File: src/rtl/snap_tx_capture_ctrl.sv
// Purpose: arm/trigger capture controller that streams TX words into a snapshot BRAM and reports progress.
// Latency: din/we sampled on cycle N appear on bram_addr/bram_data/bram_we, with the updated count, on cycle N+1.
// Backpressure: none; words arriving after the buffer fills, or outside a capture, are dropped.
module snap_tx_capture_ctrl #(
    parameter int ADDR_W = 11,
    parameter int DATA_W = 64
) (
    input  logic              user_clk,
    input  logic              user_rst,
    input  logic [31:0]       ctrl,
    input  logic [DATA_W-1:0] din,
    input  logic              we,
    input  logic              trig,
    output logic [ADDR_W-1:0] bram_addr,
    output logic [DATA_W-1:0] bram_data,
    output logic              bram_we,
    output logic [31:0]       addr_out
);

    typedef enum logic [1:0] {
        IDLE    = 2'd0,
        ARMED   = 2'd1,
        CAPTURE = 2'd2,
        DONE    = 2'd3
    } state_t;

    // Count saturates at the buffer depth; LAST is the count at which the final word is written.
    localparam logic [ADDR_W:0] FULL = {1'b1, {ADDR_W{1'b0}}};
    localparam logic [ADDR_W:0] LAST = {1'b0, {ADDR_W{1'b1}}};

    state_t            state;
    logic [ADDR_W:0]   count;
    logic              ctrl0_q;
    logic              arm_edge;
    logic              start;
    logic              cap_en;
    logic              unused_ctrl_bits;

    // Upper control bits carry no meaning for this block.
    assign unused_ctrl_bits = ^ctrl[31:2];

    // Arm acts only on a 0->1 transition of ctrl[0]; trigger is external level or software bit.
    always_comb begin
        arm_edge = ctrl[0] & ~ctrl0_q;
        start    = trig | ctrl[1];
        cap_en   = 1'b0;
        // A re-arm in the same cycle always wins over capturing the word.
        if (!arm_edge && we && (count != FULL)) begin
            if (state == CAPTURE) begin
                cap_en = 1'b1;
            end else if ((state == ARMED) && start) begin
                cap_en = 1'b1;
            end
        end
    end

    // Control FSM, word counter and registered BRAM write port.
    always_ff @(posedge user_clk) begin
        if (user_rst) begin
            state     <= IDLE;
            count     <= '0;
            ctrl0_q   <= 1'b0;
            bram_we   <= 1'b0;
            bram_addr <= '0;
            bram_data <= '0;
        end else begin
            ctrl0_q <= ctrl[0];
            bram_we <= 1'b0;

            if (arm_edge) begin
                // Arming from any state restarts the snapshot from address 0.
                state <= ARMED;
                count <= '0;
            end else begin
                if ((state == ARMED) && start) begin
                    state <= CAPTURE;
                end
                if (cap_en) begin
                    bram_we   <= 1'b1;
                    bram_addr <= count[ADDR_W-1:0];
                    bram_data <= din;
                    count     <= count + 1'b1;
                    // Writing the top address completes the snapshot.
                    if (count == LAST) begin
                        state <= DONE;
                    end
                end
            end
        end
    end

    // Status word: done flag, active flag and the number of words written.
    always_comb begin
        addr_out           = '0;
        addr_out[31]       = (state == DONE);
        addr_out[30]       = (state == ARMED) || (state == CAPTURE);
        addr_out[ADDR_W:0] = count;
    end

endmodule

File: config.mk
export PLATFORM = sky130hd
export DESIGN_NAME = snap_tx_capture_ctrl
export DESIGN_NICKNAME = d
export VERILOG_FILES = /design/src/rtl/snap_tx_capture_ctrl.sv
export SDC_FILE = /design/constraint.sdc
export NUM_CORES = 1
export LEC_CHECK = 0
export CAP_MARGIN = 25
export CORE_MARGIN = 2
export CORE_UTILIZATION = 35
export CTS_BUF_LIST = sky130_fd_sc_hd__clkbuf_16
export CTS_CLUSTER_SIZE = 24
export DETAILED_ROUTE_END_ITERATION = 8
export PLACE_DENSITY = 0.76
export SLEW_MARGIN = 40
export SYNTH_ARGS = -nofsm -noshare
export SYNTH_HDL_FRONTEND = slang
export SYNTH_SLANG_ARGS = --single-unit
File: constraint.sdc
create_clock -name user_clk -period 1.7 [get_ports user_clk]
set_input_delay 0.17 -clock user_clk [delete_from_list [all_inputs] [get_ports user_clk]]
set_output_delay 0.17 -clock user_clk [all_outputs]
set_load 0.005 [all_outputs]
# Yosys cells after proc, flatten, opt, wreduce, memory -nomap -nowiden
# Cells that the tools add are included.
[totals]
mem_bits_ro = 0
register_bits = 91
n_memories = 0
input_bits = 100
mem_bits_rw = 0
elab_cells = 32
latch_bits = 0
output_inout_bits = 108
[classes]
n_reduce_logical = 7
div_mod_pow = 0
n_eq_ne = 5
multipliers = 0
addsub = 1
shifts = 0
bitwise_logic = 4
mux = 8
order_cmp = 0
[op_table]
columns = ["operator", "n"]
rows = [
  ["adder 12 x 1 -> 12 bit (second input constant)", 1],
  ["== test 12 x 11 -> 1 bit (second input constant)", 1],
  ["inequality test 12 bit (second input constant)", 1],
  ["two-way mux 2 bit", 3],
  ["two-way mux 1 bit", 5],
  ["== test 2 bit (second input constant)", 2],
  ["logical AND 1 bit", 3],
  ["== test 2 x 1 -> 1 bit (second input constant)", 1],
  ["inverter 1 bit", 2],
  ["AND reduction 2 bit", 1],
  ["OR reduction 2 bit", 1],
  ["bitwise AND 1 bit", 1],
  ["zero test 1 bit", 1],
  ["logical OR 1 bit", 1],
  ["OR 1 bit", 1],
]

# Longest topological paths before layout
# Gate-level depths: netlist of the first run.
[depth]
depth_word = 8
ltp_mapped = 9
depth_no_buf = 6

# Least setup slack after synthesis of the first run
# Ideal clock, no wire load.
[synth_timing]
kind = "register to register"
startpoint = "reg count[0]"
endpoint = "reg count[10]"
n_path_buf = 1
required_time_ns = 1.579
synth_period_minus_slack_ns = 1.829
slack_ns = -0.129
arrival_time_ns = 1.708
path_stages_with_launch = 8
setup_time_ns = 0.121
cell_sequence = "dfxtp_1 inv_1 ha_1 nor4b_2 and3_1 buf_6 nor4_1 mux2_2"
[synth_via]
elab_chain_len = 3
elab_cells_between_ends = 4
classes_between = "add/sub: 1; eq/ne: 1; mux: 1; reduce/logical: 1"
[synth_rtl]
columns = ["element", "line", "text"]
rows = [
  ["from (decl)", "32", "logic [ADDR_W:0] count;"],
  ["from (signal assigned)", "82", "count <= count + 1'b1;"],
  ["parallel branches: the longest is 3 deep, another holds adder 12 x 1 -> 12 bit", "-", ""],
]
# Several ways; the timed one is not identified.
# A chain may end at the register's enable or synchronous reset.

# Worst setup path in the final report of the first run
[layout_timing]
startpoint = "reg state[1]"
endpoint = "reg count[5]"
[layout_via]
elab_chain_len = 5
elab_cells_between_ends = 6
classes_between = "eq/ne: 2; mux: 3; reduce/logical: 1"
[layout_rtl]
columns = ["element", "line", "text"]
rows = [
  ["from (decl)", "31", "state_t state;"],
  ["from (signal assigned)", "60", "state <= IDLE;"],
  ["from (signal assigned)", "72", "state <= ARMED;"],
  ["from (signal assigned)", "76", "state <= CAPTURE;"],
  ["== test 2 x 1 -> 1 bit", "51", "end else if ((state == ARMED) && start) begin"],
  ["logical AND 1 bit", "51", ""],
  ["two-way mux 1 bit", "51", ""],
  ["two-way mux 1 bit *", "49", "if (state == CAPTURE) begin"],
  ["two-way mux 1 bit *", "48", "if (!arm_edge && we && (count != FULL)) begin"],
]
# Mark *: on every way between the ends. The rest lies on a longest branch, timed or not.

==> summary by stage, run 1 <==
Clock tree
Counting the buffers created by CTS gives 9. The hold buffer count at CTS is 0. The total clock sinks is 91. The longest clock path from root to sink contains 2 buffers. TritonCTS built the clock tree. Clock latency on the worst-skew pair, taken at its later pin, is 0.34 ns. The clock transition at the registers of the reported paths is 0.07 ns. The cell at the root of the clock tree is clkbuf_16. The total number of H-tree levels is 3.

Timing
The final setup violation count is 17. Static timing analysis puts the maximum clock frequency at 0.541 GHz. The worst clock skew on the final layout is 0.00938 ns. The final max-slew violation count is 0.

Subtracting the final worst setup slack from the clock period gives 1.85 ns. Setup repair after global routing could not meet its margin everywhere. Across all setup checks in the final design, the least slack found is -0.147 ns. The hold violation total from the final report came to 0. In the finished design, the share of the clock period the worst path needs comes to 1.09. The tightest hold path in the finished design has a slack of 0.179 ns.

Global route
For this run the aggregate overflow at the end of global routing stands at 0. The wire length of the first global-routing pass is 18000 µm. The via count of the first global-routing pass is 3815. The total routing usage reported by global routing is 0.187. The number of antenna violations at the first check in global routing is 0. Entering global routing, the biggest net connects 60 pins.

Floorplan
The initial core utilization is 0.358. The number of top-level design ports is 208. In this run the standard cell core region covers 10800 µm².

From bottom edge to top edge, the die measures 109 µm. In this run the core area contains 38 standard-cell rows. The width of the chip is 109 µm. The floorplan step defined a die boundary enclosing 12000 µm².

Layout
The number of filler instances in the final layout is 856. The total area of sequential cells is 1840 µm². The number of antenna cells inserted is 0.

In the final design database the tool counted 750 nets. The area used by multi-input combinational logic is 2160 µm². Excluding fillers, the count of instances in the completed layout stands at 790. The area growth from synthesis to layout is 75.4%. The ratio of cells with drive above 1 in the final layout is 0.237.

Placement
Buffers placed on the I/O ports in this run total 159. The congestion estimate from routability-driven global placement came to 0.787. The placed instance count is 753. Summed over all nets, the half-perimeter wirelength after detailed placement is 7930 µm.

Critical path
In this run the worst path has a maximum fanout of 6. The type of element capturing the critical path is a flop. The worst-case register-to-register setup slack is -0.15 ns. The type of element launching the critical path is a flop.

Measured in cells, the most critical reg-to-reg path has a length of 8. The critical setup path kind is reg -> reg. The critical register-to-register path endpoint is count[5]. Data on the critical path is required at its endpoint by 1.92 ns. In this run the critical register-to-register path is launched from state[1]. STA puts the critical path data arrival time at 2.06 ns.

Pwr
VDD sags by at most 0.563 mV. Summed over all cells, the static leakage comes to 2.31 nW. The power per cell area is 732 nW/µm².

Yosys
Of all cell types, the one taking the most synthesized area is dfxtp_1. The cell count after synthesis is 466. The average footprint of a synthesized cell is 8.34 µm². After synthesis the cells add up to 3880 µm². The synthesized design contains 91 register bits.

The commonest cells after synthesis are dfxtp_1, a21oi_1, nand3_1. The most common cell in the netlist is dfxtp_1. In the post-synthesis netlist, the biggest area contributors are dfxtp_1, a21oi_1, nand3_1, o21ai_0, buf_4.

The main flop type after synthesis is dfxtp_1. The fraction of registers with async set/reset is 0. Of the synthesized area, sequential elements account for 0.469.

The area share of the largest cell type after synthesis is 0.469. The Yosys step of the flow raised 0 warnings. The count of cell types in the netlist is 38. The number of synthesized flops with an enable pin is 0.

Route
For this block, the routed nets add up to 13900 µm of wire. The via count is 4234. The detailed router finished its first iteration with 348 violations.

In the routed layout, each cell is associated on average with a via count of 5.36. The total iterations of the first detailed-routing run is 5. Dividing the detail-routed wire length by the instance count gives 17.6 µm. For this run, design rule violations remaining after detail routing come to 0. The count of nets left with antenna violations once routing finished came out at 0.

Run status
The run finished, with violations left. The final reports fail on negative setup slack.

Hold path
The worst hold path cell count is 3. The terminating pin of the worst hold path is count[6]. The startpoint of the most critical hold path is user_rst. The worst min-delay path category is in -> reg.

Job
The tool flagged a number of max-cap violations equal to 0.
[flip-flops by register name, indices dropped and copies added, names as in the netlist]
signal     count
bram_we        1
state          2
bram_addr     11
count         12
bram_data     64
ctrl0_q        1
[layer usage]
metal  global-route usage  vias up  routed length, µm
li1                     -     1998                  -
met1                0.215     2027               5240
met2                0.331      182               7020
met3               0.0735       27               1310
met4               0.0371        0                321
met5                    0        -                  0
[cell type report]
cell class	count	area share
Clock buffer	9	0.0331
Clock inverter	7	0.0145
Inverter	7	0.00496
Multi-Input combinational cell	322	0.318
Sequential cell	91	0.270
Tap cell	140	0.0257
Timing Repair Buffer	214	0.334
[report_power, final]
part	switching, mW	internal (mW)
combinational	0.260	0.354
clock	0.859	1.30
sequential	0.0309	2.18
[worst max-delay path, cell delays in order (launching register included)]
cell      delay (ns)
dfxtp_4         0.37
inv_4           0.06
ha_4            0.11
o21a_4          0.15
o211ai_4        0.18
buf_6           0.19
buf_4           0.13
o31ai_1         0.42
a21oi_2         0.12
[cells in the final DEF (no fill, tap or decap), types with 6 or more instances in the layout]
master,count
a21oi_2,16
clkdlybuf4s50_1,157
o21ai_1,22
a21oi_1,68
o21ai_0,57
nand3_2,23
nand2_1,8
buf_6,8
o31ai_1,6
buf_12,11
conb_1,18
clkbuf_16,15
dfxtp_1,85
nand3_4,8
buf_4,29
nand3_1,48
[cell families after synthesis]
kind of cell / count (synthesis) / share of synthesized area
AO/OA/AOI/OAI: 174 / 0.235
adder cells (fa/ha/maj): 5 / 0.0161
buffers and inverters: 73 / 0.103
flip-flops: 91 / 0.469
multiplexers: 3 / 0.00805
other: 1 / 0.000965
AND/OR/NAND/NOR: 119 / 0.167
[metrics by stage]
| stage | setup WS [ns] | setup TNS, ns | power [mW] | instance area (µm²) | utilization |
|---|---|---|---|---|---|
| floorplan | -0.00169 | -0.00169 | 2.48 | 4000 | - |
| global placement | -0.196 | -11.35 | 2.77 | 5710 | 0.527 |
| detailed placement | -0.218 | -13.44 | 2.78 | 5710 | 0.527 |
| CTS | -0.0303 | -0.0420 | 4.95 | 6110 | 0.563 |
| global route | -0.153 | -4.79 | 5.18 | 6810 | 0.628 |
| finish | -0.147 | -0.433 | 4.99 | 6810 | 0.628 |
[repair_timing]
item,CTS,global route
setup buffers,5,4
setup endpoints to repair,86,87
cloned,0,12
pin swaps,2,25
resized for setup,10,97
[worst max-delay path by stage]
stage	startpoint	end	cells after the start
after floorplan	count[1]	count[10]	7
after global placement	ctrl[1]	bram_data[11]	6
after detailed placement	ctrl[1]	bram_addr[5]	6
after CTS	count[1]	state[0]	6
after global routing	state[1]	count[5]	8
final	state[1]	count[5]	8
Power figures use the tool's default switching activity.
==> run 2: changes to the inputs <==
--- a/config.mk
+++ b/config.mk
@@ -11,6 +11,7 @@
 export CTS_BUF_LIST = sky130_fd_sc_hd__clkbuf_16
 export CTS_CLUSTER_SIZE = 24
 export DETAILED_ROUTE_END_ITERATION = 8
+export GPL_ROUTABILITY_DRIVEN = 0
 export PLACE_DENSITY = 0.76
 export SLEW_MARGIN = 40
 export SYNTH_ARGS = -nofsm -noshare
==> results of run 2 <==
Same layout as run 1: the final DEF is identical, and so are final timing and power.
==> run 3: changes to the inputs <==
--- a/config.mk
+++ b/config.mk
@@ -6,13 +6,13 @@
 export NUM_CORES = 1
 export LEC_CHECK = 0
 export CAP_MARGIN = 25
-export CORE_MARGIN = 2
 export CORE_UTILIZATION = 35
 export CTS_BUF_LIST = sky130_fd_sc_hd__clkbuf_16
 export CTS_CLUSTER_SIZE = 24
 export DETAILED_ROUTE_END_ITERATION = 8
 export GPL_ROUTABILITY_DRIVEN = 0
 export PLACE_DENSITY = 0.76
+export SKIP_LAST_GASP = 1
 export SLEW_MARGIN = 40
 export SYNTH_ARGS = -nofsm -noshare
 export SYNTH_HDL_FRONTEND = slang
==> summary by stage, run 3 (synthesis results as in run 1) <==
Global route
The via count of the first global-routing pass came to 3920 (+2.8%). The total routing usage reported by global routing was 0.202 (+0.0149). The number of antenna violations at the first check in global routing was 0 (unchanged). The total overflow reported by the global router is 0 (unchanged).

The largest net degree at the start of global routing is 55 (-8.3%). The wire length of the first global-routing pass is 18700 µm (+4.2%).

Placement
The count of port buffers added during placement is 159 (unchanged). The worst setup slack after placement is -0.149 ns (+0.0686 ns). The detailed placement HPWL is 7960 µm (+0.38%). The placement-stage cell area is 5760 µm² (+0.92%).

Run status
The checks that failed: negative setup slack. The flow ran to the end, but the final reports show violations.

Job
The number of violations of the max-capacitance limit is 0 (unchanged).

Clock tree
The cell at the root of the clock tree is clkbuf_16. The clock transition at the registers of the reported paths is 0.06 ns (about the same). TritonCTS built the clock tree. The clock latency reported for the late side of the worst-skew pair is 0.33 ns (about the same). The total clock sinks is 91 (unchanged).

The buffer levels on the longest clock path is 2 (unchanged). The total number of H-tree levels is 3 (unchanged). The CTS buffer count came to 9 (unchanged).

Floorplan
The width of the chip was 107 µm (-1.8%). The initial core utilization is 0.358 (unchanged). The y dimension of the die is 107 µm (-1.8%). The total die area is 11500 µm² (-3.6%).

The area of the core region is 10800 µm² (unchanged). The number of top-level design ports is 208 (unchanged). The row count is 38 (unchanged).

Pwr
The leakage component of the power is 2.23 nW (-3.4%). The power per cell area is 713 nW/µm² (-2.6%). The total power of the final layout is 4.60 mW (-7.8%). The largest voltage drop on the vdd net is 0.393 mV (-30%).

Layout
The ratio of cells with drive above 1 in the final layout is 0.188 (-0.0493). Compared with the post-synthesis result, the final layout area differs by 66.0%. The number of flip-flops under the largest register name was 64 (unchanged). In the layout the commonest cells are clkdlybuf4s50_1, dfxtp_1, a21oi_1, nand3_1, o21ai_0. Leaving out fill and tap cells, the most frequent cell in the layout is clkdlybuf4s50_1. Ranked by flip-flop count, first place goes to bram_data. The final net count is 746 (-0.53%).

The number of antenna cells inserted was 0 (unchanged). The post-route core utilization was 0.595 (-0.0337). In the final layout, the registers with the most flip-flops are bram_data (64), count (12), bram_addr (11). The cell area after layout is 6450 µm² (-5.4%).

Timing
The worst clock skew on the final layout came to 0.00771 ns (-0.00167 ns). The setup slack of the critical path after layout is -0.0713 ns (+0.0759 ns). The hold violation total from the final report is 0 (unchanged). The worst hold margin is 0.237 ns (+0.0583 ns). The final max-slew violation count is 0 (unchanged).

The portion of the clock cycle consumed by the worst path in the final layout was 1.04 (-0.0447). The final setup violation count is 37 (+20). The peak clock frequency supported by timing is 0.565 GHz (+4.3%).

The minimum clock period is 1.77 ns (-0.0759 ns). Setup repair after global routing could not meet its margin everywhere.

Critical path
The data arrival time at the worst-slack endpoint came to 2.03 ns (-0.03 ns). The setup path with the least slack is of type reg -> reg. The data required time of the worst path is 1.96 ns (+0.04 ns). The type of element capturing the critical path is a flop. The worst setup path is launched from a flop. The worst-path maximum fanout is 8 (+2).

Route
The average wire per cell in the routed design is 15.9 µm (-9.5%). The routed wire length is 12500 µm (-10%). The count of routing violations after the opening detailed-route iteration is 295 (-15%).

The via count is 4153 (-1.9%). The average vias per placed instance came to 5.29 (-1.3%). The detailed-route DRC error count is 0 (unchanged).

The total iterations of the first detailed-routing run is 5 (unchanged). The remaining antenna violation count is 0 (unchanged).

Hold path
The tightest min-delay check is of the in -> reg type.
-- run 3: cell types whose count changed in the layout (fill, tap and decap cells not counted), sizes merged --
cell | before | now
and3 | 3 | 2
buf | 50 | 49
bufinv | 2 | 0
clkbuf | 15 | 14
clkinv | 3 | 2
clkinvlp | 0 | 2
o211ai | 2 | 1
-- run 3: where the power goes --
part           internal [mW]  switching, mW  total, mW
combinational          0.366          0.244      0.610
clock                  0.971          0.802       1.77
sequential              2.18         0.0300       2.21
total                   3.52           1.08       4.60
-- run 3: path summary, 6_finish.rpt --
kind             endpoint  slack [ns]  cells after the start         start
min reg2reg  bram_data[9]        0.47                      2  bram_data[9]
max              count[9]       -0.07                      7      state[1]
max reg2reg      count[9]       -0.07                      7      state[1]
min             count[11]        0.24                      3      user_rst
-- run 3: repair_timing --
item | CTS | global route
pin swaps | 1 | 44
hold buffers | 0 | 0
resized for setup | 8 | 67
setup endpoints to repair | 81 | 72
buffers inserted | 5 | 4
cloned | 0 | 6
-- run 3: layer usage --
| metal | part of all wire | routed length [µm] | GRT usage | vias to the layer above |
|---|---|---|---|---|
| met4 | 0.013 | 165 | 0.0636 | 0 |
| met5 | 0 | 0 | 0 | - |
| li1 | - | - | - | 1981 |
| met1 | 0.42 | 5190 | 0.237 | 2012 |
| met2 | 0.50 | 6250 | 0.356 | 142 |
| met3 | 0.071 | 892 | 0.0551 | 18 |
-- run 3: cell type report --
cell class / instances / area, µm²
Clock inverter: 6 / 36.3
Multi-Input combinational cell: 320 / 1940
Tap cell: 140 / 175
Timing Repair Buffer: 212 / 2200
Sequential cell: 91 / 1840
Clock buffer: 9 / 225
Fill cell: 929 / 4390
Inverter: 7 / 28.8
-- run 3: per-stage QoR --
stage / cells / setup TNS (ns)
6_report: 785 / -1.44
5_1_grt: 785 / -4.58
4_1_cts: 775 / -0.0381
3_5_place_dp: 755 / -7.50
3_3_place_gp: 755 / -4.18
2_1_floorplan: 483 / -0.00169
-- run 3: critical path, stage by stage, from the launching register on --
cell and delay [ns]:
dfxtp_4 0.37, inv_4 0.06, ha_4 0.12, o21a_4 0.13
o211ai_4 0.18, buf_12 0.19, or4_4 0.51, a21oi_2 0.14
